<file path="src/rtl/game_step_sched.sv">
// Frame-locked game scheduler: frame tick, speed-scaled update pulses, IDLE/RUN/PAUSE/OVER FSM, direction commit.
// Optional SCHED_SINGLE_STEP_EN: a step key rise in PAUSE emits one update at the next frame tick.
module game_step_sched #(
  parameter int H_ACTIVE        = 640,
  parameter int V_ACTIVE        = 480,
  parameter int FRAMES_PER_STEP = 8,
  parameter int MIN_FRAMES      = 2,
  parameter int SPEED_SHIFT     = 2
) (
  input  logic        vga_clk,
  input  logic        reset,
  input  logic [9:0]  pix_x,
  input  logic [9:0]  pix_y,
  input  logic [1:0]  dir_in,
  input  logic        start,
  input  logic        pause,
  input  logic        step,
  input  logic        game_over,
  input  logic [7:0]  score,
  output logic        upd_pulse,
  output logic [1:0]  dir_out,
  output logic        game_rst,
  output logic [1:0]  state,
  output logic [15:0] step_count
);

  typedef enum logic [1:0] {
    S_IDLE  = 2'b00,
    S_RUN   = 2'b01,
    S_PAUSE = 2'b10,
    S_OVER  = 2'b11
  } state_t;

  state_t      cur_state, nxt_state;
  logic        start_q, pause_q;
  logic        start_rise, pause_rise;
  logic        frame_tick;
  logic [7:0]  fcnt;
  logic [1:0]  pending_dir;
  logic [1:0]  reverse_dir;
  logic [7:0]  score_red;
  logic signed [8:0] period_raw, period, period_m1;
  logic        period_hit;
  logic        run_fire, step_fire, fire;
  logic        go_run, go_idle;

  assign state      = cur_state;
  assign frame_tick = (pix_x == 10'(H_ACTIVE - 1)) && (pix_y == 10'(V_ACTIVE - 1));
  assign start_rise = start & ~start_q;
  assign pause_rise = pause & ~pause_q;

  // Signed so a large score drives the raw period negative and the floor catches it.
  assign score_red  = score >> SPEED_SHIFT;
  assign period_raw = $signed(9'(FRAMES_PER_STEP)) - $signed({1'b0, score_red});
  assign period     = (period_raw < $signed(9'(MIN_FRAMES))) ? $signed(9'(MIN_FRAMES)) : period_raw;
  assign period_m1  = period - 9'sd1;
  assign period_hit = $signed({1'b0, fcnt}) >= period_m1;

  assign reverse_dir = {dir_out[1], ~dir_out[0]};
  assign run_fire    = (cur_state == S_RUN) && frame_tick && period_hit;
  assign fire        = run_fire | step_fire;
  assign go_run      = (cur_state == S_IDLE) && (nxt_state == S_RUN);
  assign go_idle     = (cur_state != S_IDLE) && (nxt_state == S_IDLE);

`ifdef SCHED_SINGLE_STEP_EN
  logic step_q, step_arm;
  logic step_rise;

  assign step_rise = step & ~step_q;
  assign step_fire = (cur_state == S_PAUSE) && frame_tick && step_arm;

  always_ff @(posedge vga_clk) begin
    if (reset) begin
      step_q   <= 1'b0;
      step_arm <= 1'b0;
    end else begin
      step_q <= step;
      if (nxt_state != S_PAUSE) begin
        step_arm <= 1'b0;
      end else if (step_fire) begin
        step_arm <= 1'b0;
      end else if (step_rise) begin
        step_arm <= 1'b1;
      end
    end
  end
`else
  logic unused_step;

  assign unused_step = step;
  assign step_fire   = 1'b0;
`endif

  always_comb begin
    nxt_state = cur_state;
    case (cur_state)
      S_IDLE:  if (start_rise) nxt_state = S_RUN;
      S_RUN: begin
        // game_over outranks a simultaneous pause press.
        if (game_over)       nxt_state = S_OVER;
        else if (pause_rise) nxt_state = S_PAUSE;
      end
      S_PAUSE: if (pause_rise) nxt_state = S_RUN;
      S_OVER:  if (start_rise) nxt_state = S_IDLE;
      default: nxt_state = S_IDLE;
    endcase
  end

  always_ff @(posedge vga_clk) begin
    if (reset) begin
      cur_state   <= S_IDLE;
      game_rst    <= 1'b1;
      upd_pulse   <= 1'b0;
      dir_out     <= 2'b11;
      pending_dir <= 2'b00;
      fcnt        <= 8'd0;
      step_count  <= 16'd0;
      start_q     <= 1'b0;
      pause_q     <= 1'b0;
    end else begin
      cur_state <= nxt_state;
      game_rst  <= (nxt_state == S_IDLE);
      upd_pulse <= fire;
      start_q   <= start;
      pause_q   <= pause;

      if (go_run) begin
        fcnt <= 8'd0;
      end else if ((cur_state == S_RUN) && frame_tick) begin
        fcnt <= period_hit ? 8'd0 : fcnt + 8'd1;
      end

      if (go_run) begin
        dir_out     <= 2'b11;
        pending_dir <= 2'b11;
      end else begin
        if (dir_in != reverse_dir) pending_dir <= dir_in;
        if (fire)                  dir_out     <= pending_dir;
      end

      if (go_idle) begin
        step_count <= 16'd0;
      end else if (fire && (step_count != 16'hFFFF)) begin
        step_count <= step_count + 16'd1;
      end
    end
  end

endmodule

</file>
<file path="config.mk">
export PLATFORM = sky130hd
export DESIGN_NAME = game_step_sched
export DESIGN_NICKNAME = d
export VERILOG_FILES = /design/src/rtl/game_step_sched.sv
export SDC_FILE = /design/constraint.sdc
export NUM_CORES = 1
export LEC_CHECK = 0
export ABC_AREA = 1
export BUFFER_PORTS_ARGS = -buffer_cell sky130_fd_sc_hd__buf_4
export CAP_MARGIN = 15
export CORE_UTILIZATION = 45
export DETAILED_ROUTE_END_ITERATION = 8
export GPL_TIMING_DRIVEN = 0
export PLACE_DENSITY = 0.69
export SYNTH_ARGS = -nofsm -noshare
export SYNTH_HDL_FRONTEND = slang
export SYNTH_SLANG_ARGS = --single-unit
</file>
<file path="constraint.sdc">
create_clock -name vga_clk -period 6.39 [get_ports vga_clk]
set_clock_uncertainty 0.1 [all_clocks]
set_input_delay 0.9585 -clock vga_clk [delete_from_list [all_inputs] [get_ports vga_clk]]
set_output_delay 0.9585 -clock vga_clk [all_outputs]
set_load 0.05 [all_outputs]
</file>
==> reports/metrics.csv, run 1 <==
metric,value,unit
outcome,"complete, no violations",
yosysUniqueCellTypes,40,
grt_pass1_vias,2213,
whs,383,ps
portBuffers,54,
fin_util,58.7,%
drtIter0Drc,52,
syn_inst,341,
ys_warn_count,0,
p_leak,1.39,nW
cts_tree,yes,
cpMaxStageDelayCell,a2111oi_0,
hold_class,reg -> reg,
wl_per_cell,11.4,um
place.gp.congestion,0.876,
clockBufferDepth,2,
syn2layout_area_growth,23.6,%
worst_ep_required_time,6510,ps
cp_num_buf_inv,5,
hpwl,4310,um
drt_wl_total,5390,um
rsz0062_at_grt,no,
cpLargestDelayFamily,simple AND/OR/NAND/NOR gates,
clk_latency,280,ps
slowest_delay,370,ps
min_path_cells,2,
fin_crit,4610,ps
ctsRootBufferMaster,clkbuf_8,
vias,2358,
placed_area,0.00297,sq mm
cp_num_cells,25,
synth_nets,390,
crit_type,in -> reg,
critical_path.max_fanout,10,
num_rows,26,
pwr_density_cell,157,mW/mm^2
htreeDepth,2,
hold_violations,0,
cp-start-kind,primary input,
viasPerCell,4.99,
grt_max_degree,11,
nets,451,
tns,0,ps
cts-resized-gates,0,
seq_area_frac_synth,27.5,%
worstRegToRegCells,8,
postCtsSetupBuffers,0,
die_area,0.00579,sq mm
grt.overflow.total,0,
finalSetupViolations,0,
core-area,0.00520,sq mm
ctsHoldBuffers,0,
num_antenna_cells,0,
drive_gt1_share,27.0,%
clock_sinks,34,
fin_crit_sh,72.2,%
die_height,76.1,um
slew_headroom,65.2,%
stdcell_area,0.00306,sq mm
die_x,76.1,um
drc,0,
critPathCaptureType,flop,
async_reset_ff_share,0,%
ant_nets,0,
synth-main-ff-cell,dfxtp_1,
grt_pass1_wl,9450,um
ys_seq_elements,34,
initial_core_util,47.5,%
cts_buffers,5,
grt_antenna_before_repair,0,
firstDrtPassIters,4,
top_level_ports,58,
clk_pin_slew,70,ps
maxCapViolCount,0,
drv_slew,0,
groute.usage.overall,19.8,%
vdd_drop_max,0.113,mV
syn_area,0.00247,sq mm
critPathArrivalTime,4740,ps
avgSynthCellArea,7.25,sq um
tightest_slew,518,ps
synth_edf_count,0,
clock.fmax,217,MHz
## per-layer routing
metal / part of all wire (%) / up-vias / track usage (%)
li1: - / 1252 / -
met1: 47 / 1061 / 24.2
met3: 3.5 / 5 / 4.07
met2: 48 / 40 / 34.9
met4: 0.89 / 0 / 5.58
met5: 0 / - / 0
## power breakdown
part / internal (W) / switching [W]
Sequential: 0.000217 / 0.00000373
Clock: 0.0000868 / 0.0000745
Combinational: 0.0000368 / 0.0000622
## cells in the mapped netlist, types with 3 or more instances
cell | n | share of area, %
nand2_2 | 11 | 2.8
inv_2 | 5 | 0.76
dfxtp_1 | 34 | 28
a21oi_2 | 10 | 3.5
nor2_1 | 40 | 6.1
ha_1 | 13 | 6.6
nand3_1 | 22 | 4.5
nand4_1 | 25 | 6.3
xnor2_1 | 9 | 3.2
nor2_2 | 3 | 0.76
nand2_4 | 3 | 1.4
nand2_1 | 64 | 9.7
o21ai_0 | 6 | 1.2
a21oi_1 | 10 | 2.0
xor2_1 | 15 | 5.3
inv_1 | 41 | 6.2
## cell type report
| cell class | count | area [sq um] |
|---|---|---|
| inverters | 46 | 173 |
| flip-flops and latches | 34 | 681 |
| clock buffers | 7 | 86.3 |
| multi-input cells | 256 | 1570 |
| repair buffers | 54 | 405 |
| clock inverters | 1 | 5.00 |
| fillers | 523 | 2150 |
| plain buffers | 5 | 47.5 |
| well taps | 70 | 87.6 |
## flip-flops by register name (all words and copies together) (netlist names)
name / count
pending_dir: 2
step_count: 16
upd_pulse: 1
state: 2
game_rst: 1
pause_q: 1
dir_out: 2
start_q: 1
fcnt: 8
## logic make-up (layout without fill, tap and decap cells)
family	count (synthesis)	count (layout)	synth area share (%)
mux	1	1	0.405
simple gates	185	185	38.9
buf+inv	51	113	8.91
compound gates	33	33	9.16
flops	34	34	27.5
xor+xnor	24	24	8.50
fa+ha+maj	13	13	6.58
## cells in the final DEF (no fill, tap or decap), drive strengths merged, types with 4 or more instances in the layout
cell	instances
nor3	4
dfxtp	34
inv	46
clkbuf	8
nand3	24
o21ai	7
a21oi	20
nor2	44
nand4	25
ha	13
nand2	78
xnor2	9
buf	58
xor2	15
## final timing paths
| check | slack, ps | endpoint | start |
|---|---|---|---|
| worst min register to register | 380 | dir_out[1] | pending_dir[1] |
| worst max-delay path | 1780 | step_count[7] | score[2] |
| worst min-delay path | 380 | dir_out[1] | pending_dir[1] |
| worst max register to register | 4180 | step_count[5] | step_count[0] |
## worst reg2reg max path, cell delays in order, from the launching register on
cell	delay [ps]
dfxtp_1	410
ha_1	260
nand2_2	100
nor3b_4	280
nand3_1	170
nand3b_4	240
clkbuf_1	270
nand4_1	200
a21oi_2	60
## per-stage QoR
stage | instances | power, W | setup WS (ps)
floorplan | 341 | 0.000290 | 1980
global placement | 465 | 0.000323 | 1500
detailed placement | 465 | 0.000325 | 1470
CTS | 473 | 0.000488 | 1760
global route | 473 | 0.000508 | 1380
finish | 473 | 0.000481 | 1780
No activity file was read; power rests on OpenSTA's default activity.
==> inputs of run 2 (changes only) <==
--- a/config.mk
+++ b/config.mk
@@ -11,7 +11,7 @@
 export CORE_UTILIZATION = 45
 export DETAILED_ROUTE_END_ITERATION = 8
 export GPL_TIMING_DRIVEN = 0
-export PLACE_DENSITY = 0.69
+export PLACE_DENSITY = 0.71
 export SYNTH_ARGS = -nofsm -noshare
 export SYNTH_HDL_FRONTEND = slang
 export SYNTH_SLANG_ARGS = --single-unit
==> constraint.sdc (replaced) <==
create_clock -name vga_clk -period 3.8 [get_ports vga_clk]
set_clock_uncertainty 0.1 [all_clocks]
set_input_delay 0.57 -clock vga_clk [delete_from_list [all_inputs] [get_ports vga_clk]]
set_output_delay 0.57 -clock vga_clk [all_outputs]
set_load 0.05 [all_outputs]
==> run 2 against run 1 <==
  * Global-route usage shrank 0.16 points
  * Routed wire length grew 8.4%
  * Final cell count grew 3.0%
  * Sequential share of layout area shrank 1.9 points
  * Total power grew 77%
  * Critical path depth grew 2
  * Worst hold slack gained 1.8 ps
  * Worst setup slack lost 1700 ps
  * Sequential power grew 68%
  * Critical endpoint is now step_count[9]
  * Highest routed layer unchanged
==> reports/metrics.csv, run 2 (synthesis gave the netlist of run 1 again) <==
metric,value,unit
groute.usage.overall,19.6,%
setup_ws,83.6,ps
clk_pin_slew,70,ps
grt_pass1_vias,2277,
clock.fmax,269,MHz
drtIter0Drc,74,
tns,0,ps
dp_slack,-461,ps
drive_gt1_share,35.0,%
ff2ff_setup_slack,1620,ps
grt_pass1_wl,9440,um
nets,465,
fin_crit,3720,ps
clockBufferDepth,2,
num_antenna_cells,0,
largest-register,step_count,
htreeDepth,2,
clock_sinks,34,
syn2layout_area_growth,35.4,%
grt_antenna_before_repair,0,
clk_latency,290,ps
core-area,0.00520,sq mm
layoutNonFillerInstCount,487,
p_leak,1.50,nW
portBuffers,54,
grt.overflow.total,0,
hold_violations,0,
pwr_density_cell,254,mW/mm^2
top_level_ports,58,
die_x,76.1,um
critical_path.max_fanout,5,
cp-start-kind,primary input,
total_power,0.000850,W
initial_core_util,47.5,%
outcome,"complete, no violations",
whs,384,ps
cts_buffers,5,
vias,2444,
drt_wl_total,5840,um
drc,0,
num_rows,26,
critPathCaptureType,flop,
critPathArrivalTime,3840,ps
rsz0062_at_grt,yes,
fin_crit_sh,97.8,%
worst_ep_required_time,3930,ps
hpwl,4150,um
ctsRootBufferMaster,clkbuf_8,
slew_headroom,66.4,%
cts_tree,yes,
vdd_drop_max,0.293,mV
final_cell_mix,"buf_4, nand2_1, inv_1, nor2_1, dfxtp_1",
die_height,76.1,um
dp_cells,465,
crit_type,in -> reg,
tightest_slew,500,ps
viasPerCell,5.02,
finalSetupViolations,0,
wl_per_cell,12.0,um
maxCapViolCount,0,
ant_nets,0,
place.gp.congestion,0.877,
firstDrtPassIters,4,
drv_slew,0,
die_area,0.00579,sq mm
grt_max_degree,11,
final_common_cell,buf_4,
top_regs,"step_count (16), fcnt (8)",
largest_register_ff_count,16,
hold_class,in -> reg,
==> run 2: cell types whose count changed in the layout (fill, tap and decap cells not counted), sizes merged <==
cell	delta
buf	+13
clkbuf	+1
==> run 2: metrics by stage <==
stage | cell area, sq um | utilization (%)
floorplan | 2500 | -
finish | 3350 | 64.3
CTS | 3130 | 60.2
global placement | 2990 | 57.5
global route | 3350 | 64.3
detailed placement | 2990 | 57.5
==> run 2: worst paths after layout <==
check,to,startpoint,depth (start not counted)
setup / recovery,step_count[9],score[2],27
setup reg to reg,step_count[8],step_count[0],8
hold reg to reg,dir_out[0],pending_dir[0],2
hold / removal,pause_q,reset,2
==> run 2: routing by layer <==
metal	part of all wire, %	up-vias	track usage, %
met1	46	1102	23.9
met5	0	-	0
li1	-	1275	-
met4	1.9	0	8.85
met3	2.9	13	2.51
met2	49	54	34.3
==> run 2: final cells by class <==
| class | instances | area, sq um |
|---|---|---|
| Inverter | 46 | 180 |
| Fill cell | 469 | 1860 |
| Clock inverter | 1 | 5.00 |
| Multi-Input combinational cell | 256 | 1710 |
| Tap cell | 70 | 87.6 |
| Buffer | 5 | 47.5 |
| Clock buffer | 7 | 86.3 |
| Timing Repair Buffer | 68 | 552 |
| Sequential cell | 34 | 681 |
==> run 2: worst max-delay path: stages <==
cell       delay [ps]
buf_8             110
inv_8              50
ha_4              140
nand2_4            80
nand2_4            90
nand3_4            80
a2111oi_4         200
ha_1              320
nor2_2            180
ha_2              210
nand2_2            50
inv_2              70
nand2_2            60
xor2_1            170
ha_1              330
nand2_2            90
inv_2              40
nand3b_1           80
nand3_2            80
nand2_1            80
nand2_2            60
a21oi_4           150
nand2_4           110
nand3_4           120
clkbuf_16         170
nand2_4            40
a21oi_2           120
==> run 2: what timing repair did <==
action | 4_1_cts | 5_1_grt
pin swaps | 5 | 20
endpoints found under the setup margin | 23 | 27
cloned | 0 | 1
buffers inserted | 5 | 8
hold buffers | 0 | 0
resized for setup | 1 | 32
==> run 2: power by group <==
part / internal, W / leakage (nW) / switching [W]
Sequential: 0.000365 / 0.276 / 0.00000554
Combinational: 0.0000805 / 1.17 / 0.000119
Clock: 0.000146 / 0.0482 / 0.000133
Total: 0.000592 / 1.50 / 0.000258
==> inputs of run 3 (changes only) <==
--- a/config.mk
+++ b/config.mk
@@ -9,6 +9,7 @@
 export BUFFER_PORTS_ARGS = -buffer_cell sky130_fd_sc_hd__buf_4
 export CAP_MARGIN = 15
 export CORE_UTILIZATION = 45
+export CTS_BUF_LIST = sky130_fd_sc_hd__clkbuf_4
 export DETAILED_ROUTE_END_ITERATION = 8
 export GPL_TIMING_DRIVEN = 0
 export PLACE_DENSITY = 0.71
==> run 3 against run 2 <==
  * Sequential cell count did not move
  * Total power decreased by 9.8%
  * Final cell count fell by 0.41%
  * Sequential power about the same
  * Worst hold slack got worse by 51 ps
  * Clock power shrank 28%
  * Largest cell class unchanged
  * Largest power group unchanged
==> reports/metrics.csv, run 3 (synthesis gave the netlist of run 1 again) <==
metric,value,unit
dp_slack,-461,ps
vdd_drop_max,0.290,mV
ant_nets,0,
total_power,0.000767,W
clockBufferDepth,2,
drc,0,
tns,0,ps
grt_pass1_vias,2269,
slowest_delay,330,ps
hold_violations,0,
reg2reg_to,step_count[5],
setup_ws,137,ps
critPathCaptureType,flop,
hold_start,reset,
nets,463,
hold_class,in -> reg,
top_regs,"step_count (16), fcnt (8)",
clk_latency,340,ps
worstRegToRegCells,8,
grt_antenna_before_repair,0,
die_area,0.00579,sq mm
tightest_slew,500,ps
cpMaxStageDelayCell,ha_1,
clk_pin_slew,100,ps
cpLargestDelayFamily,simple AND/OR/NAND/NOR gates,
grt.overflow.total,0,
die_height,76.1,um
grt_max_degree,11,
fin_crit,3660,ps
groute.usage.overall,19.7,%
cts_tree,yes,
critical_path.max_fanout,5,
wl_per_cell,11.8,um
r2r-start,step_count[0],
drtIter0Drc,100,
num_antenna_cells,0,
critPathArrivalTime,3840,ps
min_path_cells,2,
largest_register_ff_count,16,
grt_pass1_wl,9430,um
fillers,476,
drt_wl_total,5700,um
viasPerCell,4.97,
slew_headroom,66.4,%
cts_buffers,5,
worst_ep_required_time,3980,ps
die_x,76.1,um
top_level_ports,58,
final_cell_mix,"buf_4, nand2_1, inv_1, nor2_1, dfxtp_1",
cp_num_cells,27,
clock.fmax,273,MHz
fin_crit_sh,96.4,%
cp_common_cell,nand2_2,
crit_type,in -> reg,
p_leak,1.47,nW
portBuffers,54,
place.gp.congestion,0.877,
ctsRootBufferMaster,clkbuf_4,
fin_util,62.8,%
pwr_density_cell,234,mW/mm^2
largest-register,step_count,
final_common_cell,buf_4,
vias,2411,
startpoint,score[3],
initial_core_util,47.5,%
drv_slew,0,
ff2ff_setup_slack,1630,ps
cp-endpoint,step_count[7],
syn2layout_area_growth,32.3,%
cp-start-kind,primary input,
hpwl,4150,um
drive_gt1_share,34.0,%
maxCapViolCount,0,
firstDrtPassIters,4,
finalSetupViolations,0,
htreeDepth,2,
cp_num_buf_inv,5,
clock_sinks,34,
outcome,"complete, no violations",
core-area,0.00520,sq mm
num_rows,26,
-- run 3: cell count changes in the layout (fill, tap and decap cells not counted), sizes merged --
cell,before,now
buf,71,69
clkbuf,9,8
clkinv,1,2
-- run 3: area by class of cell --
cell class	count	area (sq um)	share of cell area, %
tap	70	87.6	2.68
clock buffer	6	45.0	1.38
timing repair buffer	66	529	16.2
sequential	34	681	20.8
inverter	46	178	5.43
clock inverter	2	8.76	0.268
buffer	5	47.5	1.45
multi-input combinational	256	1690	51.8
-- run 3: how the worst min path moves through the flow --
stage / to / slack, ps
after floorplan: dir_out[0] / 360
after global routing: start_q / 310
after global placement: dir_out[0] / 370
after CTS: pause_q / 320
after detailed placement: dir_out[0] / 380
final: pause_q / 330
-- run 3: layer usage --
| metal | wire length (um) | global-route usage [%] |
|---|---|---|
| met5 | 0 | 0 |
| met4 | 57 | 7.31 |
| met3 | 168 | 3.95 |
| met2 | 2820 | 34.4 |
| met1 | 2650 | 23.7 |
-- run 3: report_power, final --
part / internal, W / switching, W / total (W) / leakage [nW]
Combinational: 0.0000781 / 0.000118 / 0.000196 / 1.16
Sequential: 0.000365 / 0.00000553 / 0.000370 / 0.276
Clock: 0.0000767 / 0.000124 / 0.000201 / 0.0331
-- run 3: worst reg2reg max path, delay by kind of cell (launching register included) --
| kind | cells | cell delay (ps) |
|---|---|---|
| adders and majority gates | 1 | 250 |
| AOI/OAI and AO/OA | 1 | 70 |
| buffers and inverters | 1 | 270 |
| DFF | 1 | 420 |
| and+or+nand+nor | 5 | 960 |
-- run 3: timing repair --
| item | in CTS | in global routing |
|---|---|---|
| setup endpoints to repair | 11 | 27 |
| resized for setup | 0 | 26 |
| setup buffers | 5 | 6 |
| hold buffers | 0 | 0 |
| pin swaps | 5 | 18 |
| gates cloned | 0 | 1 |
-- run 3: metrics by stage --
stage	hold slack (ps)	std cells	cell area, sq um
after global routing	313	485	3270
after global placement	375	465	2990
after detailed placement	383	465	2990
after floorplan	365	341	2500
after CTS	316	478	3090
final	333	485	3270
